`src/rtl/core_pkg.sv`:
```
// Shared core definitions: hazard FSM state encoding and common widths.
// Latency: n/a (types and constants only).
// Backpressure: n/a.
package core_pkg;

    localparam int REG_IDX_W = 5;
    localparam int CNT_W     = 32;

    typedef logic [REG_IDX_W-1:0] reg_idx_t;
    typedef logic [CNT_W-1:0]     perf_cnt_t;

    typedef enum logic [1:0] {
        IDLE       = 2'd0,
        LU_STALL   = 2'd1,
        FLUSH_HOLD = 2'd2
    } hdu_state_t;

endpackage

```
`src/rtl/hazard_compare.sv`:
```
// Load-use hazard comparator between the ID sources and the EX load destination.
// Latency: purely combinational, zero cycles.
// Backpressure: none; the result is consumed by hazard_detect_unit.
//
// Ports:
//   ex_valid, ex_mem_read, ex_rd      - EX instruction is a real load writing ex_rd
//   id_rs1/id_rs2, id_use_rs1/rs2     - ID source indices and whether each is read
//   hazard                            - ID needs the load result that is not ready yet
module hazard_compare
    import core_pkg::*;
(
    input  logic     ex_valid,
    input  logic     ex_mem_read,
    input  reg_idx_t ex_rd,
    input  reg_idx_t id_rs1,
    input  reg_idx_t id_rs2,
    input  logic     id_use_rs1,
    input  logic     id_use_rs2,
    output logic     hazard
);

    logic rs1_hit;
    logic rs2_hit;

    assign rs1_hit = id_use_rs1 && (id_rs1 == ex_rd);
    assign rs2_hit = id_use_rs2 && (id_rs2 == ex_rd);

    // x0 is hardwired to zero, so a load targeting it never produces a dependency.
    assign hazard = ex_valid && ex_mem_read && (ex_rd != '0) && (rs1_hit || rs2_hit);

endmodule

```
`src/rtl/hazard_detect_unit.sv`:
```
// Load-use stall and taken-redirect flush controller with performance counters.
// Latency: stall_FU/flush assert combinationally in the detecting cycle; busy is state-based.
// Backpressure: stall_FU freezes PC and IF/ID for LU_STALL_CYCLES; flush squashes ID/EX.
//
// Ports:
//   clk, rst (sync, active-low)
//   id_rs1/id_rs2, id_use_rs1/id_use_rs2 - ID source operands
//   ex_rd, ex_mem_read, ex_valid         - EX destination / load qualifier
//   ex_redirect                          - taken branch/jump resolved in EX
//   stall_FU, flush, busy                - control outputs to the stall unit
//   stall_cnt, flush_cnt                 - free-running perf counters (wrap mod 2^32)
module hazard_detect_unit
    import core_pkg::*;
#(
    parameter int LU_STALL_CYCLES = 1,
    parameter int FLUSH_CYCLES    = 1
) (
    input  logic        clk,
    input  logic        rst,
    input  logic [4:0]  id_rs1,
    input  logic [4:0]  id_rs2,
    input  logic        id_use_rs1,
    input  logic        id_use_rs2,
    input  logic [4:0]  ex_rd,
    input  logic        ex_mem_read,
    input  logic        ex_valid,
    input  logic        ex_redirect,
    output logic        stall_FU,
    output logic        flush,
    output logic        busy,
    output logic [31:0] stall_cnt,
    output logic [31:0] flush_cnt
);

    // Remaining stall cycles after the first one, loaded on entry to LU_STALL.
    localparam logic [1:0] LU_INIT = 2'(LU_STALL_CYCLES - 1);

    hdu_state_t state;
    hdu_state_t state_nxt;
    logic [1:0] lu_cnt;
    logic [1:0] lu_cnt_nxt;
    logic       hazard;

    hazard_compare u_hazard_compare (
        .ex_valid    (ex_valid),
        .ex_mem_read (ex_mem_read),
        .ex_rd       (ex_rd),
        .id_rs1      (id_rs1),
        .id_rs2      (id_rs2),
        .id_use_rs1  (id_use_rs1),
        .id_use_rs2  (id_use_rs2),
        .hazard      (hazard)
    );

    always_ff @(posedge clk) begin
        if (!rst) begin
            state     <= IDLE;
            lu_cnt    <= '0;
            stall_cnt <= '0;
            flush_cnt <= '0;
        end else begin
            state     <= state_nxt;
            lu_cnt    <= lu_cnt_nxt;
            stall_cnt <= stall_cnt + CNT_W'(stall_FU);
            flush_cnt <= flush_cnt + CNT_W'(flush);
        end
    end

    always_comb begin
        state_nxt  = state;
        lu_cnt_nxt = lu_cnt;
        stall_FU   = 1'b0;
        flush      = 1'b0;

        if (!rst) begin
            // Outputs held low; the register block performs the actual clear.
            state_nxt  = IDLE;
            lu_cnt_nxt = '0;
        end else if (ex_redirect) begin
            // A taken redirect wins over everything: any pending or new stall is
            // dropped because the instruction in ID is being squashed anyway.
            flush      = 1'b1;
            lu_cnt_nxt = '0;
            state_nxt  = (FLUSH_CYCLES == 2) ? FLUSH_HOLD : IDLE;
        end else begin
            case (state)
                IDLE: begin
                    if (hazard) begin
                        stall_FU = 1'b1;
                        if (LU_STALL_CYCLES > 1) begin
                            state_nxt  = LU_STALL;
                            lu_cnt_nxt = LU_INIT;
                        end
                    end
                end
                LU_STALL: begin
                    // Hazard inputs are ignored here; the stall runs to completion.
                    stall_FU = 1'b1;
                    if (lu_cnt == 2'd1) begin
                        state_nxt  = IDLE;
                        lu_cnt_nxt = '0;
                    end else begin
                        lu_cnt_nxt = lu_cnt - 2'd1;
                    end
                end
                FLUSH_HOLD: begin
                    flush     = 1'b1;
                    state_nxt = IDLE;
                end
                default: begin
                    state_nxt  = IDLE;
                    lu_cnt_nxt = '0;
                end
            endcase
        end
    end

    // State is registered; the rst gate keeps busy low during the reset window too.
    assign busy = rst && (state != IDLE);

endmodule

```
`config.mk`:
```
export PLATFORM = sky130hd
export DESIGN_NAME = hazard_detect_unit
export DESIGN_NICKNAME = d
export VERILOG_FILES = /design/src/rtl/core_pkg.sv /design/src/rtl/hazard_compare.sv /design/src/rtl/hazard_detect_unit.sv
export SDC_FILE = /design/constraint.sdc
export NUM_CORES = 1
export LEC_CHECK = 0
export CAP_MARGIN = 10
export CORE_ASPECT_RATIO = 1.1
export CORE_UTILIZATION = 48
export CTS_CLUSTER_DIAMETER = 100
export CTS_CLUSTER_SIZE = 12
export DETAILED_ROUTE_END_ITERATION = 12
export PLACE_DENSITY = 0.83
export SLEW_MARGIN = 20
export SYNTH_ARGS = -nofsm -noshare
export SYNTH_HDL_FRONTEND = slang
export SYNTH_SLANG_ARGS = --single-unit
```
`constraint.sdc`:
```
create_clock -name clk -period 3.47 [get_ports clk]
set_input_delay 0.694 -clock clk [delete_from_list [all_inputs] [get_ports clk]]
set_output_delay 0.694 -clock clk [all_outputs]
set_load 0.03 [all_outputs]
```
==> impl_results.md <==
- Register area share after synthesis: 40.8%
- Initial DRC Count: 190
- Antenna-violating nets left: 0
- Design Power: 1.61 mW
- Synthesis-stage register bit count: 64
- Layout cells sized above 1: 10.5%
- Status: completed
- WHS Endpoint: stall_cnt[29]
- Placed cells: 528
- Top delay family on crit path: simple AND/OR/NAND/NOR gates
- Largest net degree at the start of global routing: 30
- Die area: 6870 um2
- Sw frac: 21.2%
- Pre-CTS WS: -0.496 ns
- Clk root buf: clkbuf_8
- Clock network power share: 49.9%
- Fin crit share: 95.6%
- R2r endpoint: flush_cnt[31]
- Cell internal pwr: 1.27 mW
- Fin area: 4480 um2
- Post-Synthesis Cells: 363
- Arrival time of the worst setup path: 3.60 ns
- Critical path's largest stage delay: 0.50 ns
- Setup TNS: 0 ns
- Worst hold path depth: 2
- Final hold violation count: 0
- Pwr Density: 360 nW/um2
- R2R Path Start: flush_cnt[11]
- Most frequent cells in the layout: clkdlybuf4s50_1 (82), dfxtp_1 (64), a21oi_1 (32), nand3_1 (27), nor2_1 (23)
- Hold_sp: stall_cnt[29]
- Reg2Reg Depth: 4
- DRT Pass-1 Iters: 4
- CTS tree: built
- Global Route Usage Sum: 25.6%
- Row cnt: 30
- Fin Clk Skew: 0.00635 ns
- Tightest Pin Transition: 0.852 ns
- Initial antenna violation count: 0
- Max cap viols: 0
- Minimum clock period: 3.32 ns
- DR vias: 3204
- Crit path buf inv count: 1
- Die Y-Extent: 86.8 um
- Clock Latency Late Sink: 0.35 ns
- IO Count: 89
- Core Util, Final: 71.9%
- Wire length per cell: 15.1 um
- # port buffers: 87
- First-pass GRT wire length: 13800 um
- DRC viols: 0
- HP Class: flip-flop to flip-flop
- Crit Path Max Fanout: 4
- # H-tree levels: 3
- Synth Net Count: 389
- Vias in the first global route: 3021
- Clock transition at the registers of the reported paths: 0.07 ns
- Maximum clock rate: 0.301 GHz
- Psw: 343 uW
- Gate power share: 4.5%
- CP Cell Sequence: clkdlybuf4s50_1, xor2_1, nor4_2, nand3_1, a221oi_4, ha_2, ha_4, nand4_4, or4_4, or4_4, a21oi_2
- WS Path Type: input port to flip-flop
- CTS sink cnt: 64
- Post-Layout Cell Count: 547
- Final nets: 488
- Crit end category: flip-flop
- Final worst slack: 0.152 ns
- CTS Hold Bufs: 0
- Vias per cell: 5.86
- Synthesis-to-layout area growth: 42.7%
- Prevailing post-synth register cell: dfxtp_1
- HPWL after DPL: 5870 um
- Synthesized area: 3140 um2
- Worst slew margin: 43.1%
- Synthesized area per cell: 8.65 um2
- Number of enable flip-flop cells after synthesis: 0
- Core Region: 6230 um2
- Die width: 79.1 um
- CP startpoint kind: input port
- Final Max Tran Viols: 0
- RD Place Congestion: 0.778
- Hold_ws: 0.492 ns
- Initial Utilization: 50.4%
- # setup viols final: 0
- Asr flop ratio synth: 0%
- Worst IR Drop VDD: 229 uV
- Synth unique cells: 34
- Flop-to-flop setup slack: 1.15 ns
- Total wire length: 8260 um
- Number of buffers created by CTS: 9
- Seq pwr share: 45.6%
- Clock buffer depth: 2
- Worst EP required: 3.76 ns
- Yosys warns: 0
- Diodes inserted: 0
- Post-place instance area: 4180 um2
- CP max-delay cell: or4_4
- Lkg Pwr: 1.47 nW
- Grt total ovfl: 0
- Critical Path Most Common Cell: or4_4
- Commonest non-fill, non-tap cell in the layout: clkdlybuf4s50_1
## repair_timing
action	4_1_cts	5_1_grt
pin swaps	5	9
gates resized for setup	4	5
buffers inserted	1	2
endpoints found under the setup margin	2	9
## logic make-up after synthesis
| logic type | count (synthesis) | synth area share (%) |
|---|---|---|
| simple gates | 164 | 30.9 |
| compound gates | 68 | 12.7 |
| other cells | 1 | 0.119 |
| fa+ha+maj | 4 | 1.59 |
| flops | 64 | 40.8 |
| mux | 4 | 1.28 |
| xor+xnor | 32 | 8.93 |
| buf+inv | 26 | 3.63 |
## worst register-to-register path, cell delays in order (launching register included)
cell     delay (ns)
dfxtp_1        0.43
and4_1         0.28
nand3_1        0.62
nor4_1         0.67
mux2i_1        0.25
## power groups by stage
| stage | logic (mW) | registers, mW | clock network, mW |
|---|---|---|---|
| global placement | 0.0701 | 0.753 | 0 |
| detailed placement | 0.0724 | 0.754 | 0 |
| floorplan | 0.0276 | 0.757 | 0 |
| finish | 0.0725 | 0.736 | 0.805 |
| global route | 0.0783 | 0.737 | 0.848 |
| CTS | 0.0712 | 0.736 | 0.814 |
## registers in the layout, summed over array words and instances, names as in the netlist
name / cells
flush_cnt: 32
stall_cnt: 32
## layout make-up
| cell class | count | area, um2 |
|---|---|---|
| Clock buffer | 10 | 138 |
| Clock inverter | 6 | 116 |
| Fill cell | 494 | 1750 |
| Inverter | 7 | 26.3 |
| Multi-Input combinational cell | 273 | 1810 |
| Sequential cell | 64 | 1280 |
| Tap cell | 80 | 100 |
| Timing Repair Buffer | 107 | 1010 |
## per-layer routing
| layer | vias to the layer above | part of all wire (%) | global-route usage [%] |
|---|---|---|---|
| met3 | 18 | 5.1 | 4.95 |
| li1 | 1555 | - | - |
| met1 | 1533 | 41 | 30.0 |
| met2 | 98 | 52 | 44.9 |
| met4 | 0 | 2.1 | 11.4 |
| met5 | - | 0 | 0 |
## cells in the mapped netlist, types with 10 or more instances
cell,count,area (um2)
nand3_1,27,135
o21ai_0,12,60.1
nand2_1,19,71.3
o31ai_1,20,150
and4_1,11,96.3
or4_1,20,150
xor2_1,22,193
xnor2_1,10,87.6
dfxtp_1,64,1280
a21oi_1,33,165
or3_1,15,93.8
nor2_1,23,86.3
nand4_1,18,113
## worst max-delay path by stage
stage                   start             to  cells past startpoint
finish              id_rs1[4]  stall_cnt[24]                     11
global route        id_rs1[4]  stall_cnt[26]                     13
CTS                 id_rs2[4]  stall_cnt[24]                     11
detailed placement   ex_rd[4]  stall_cnt[24]                     11
global placement     ex_rd[2]  stall_cnt[24]                     11
floorplan            ex_rd[2]  stall_cnt[24]                     10
(Power assumes the default switching activity.)
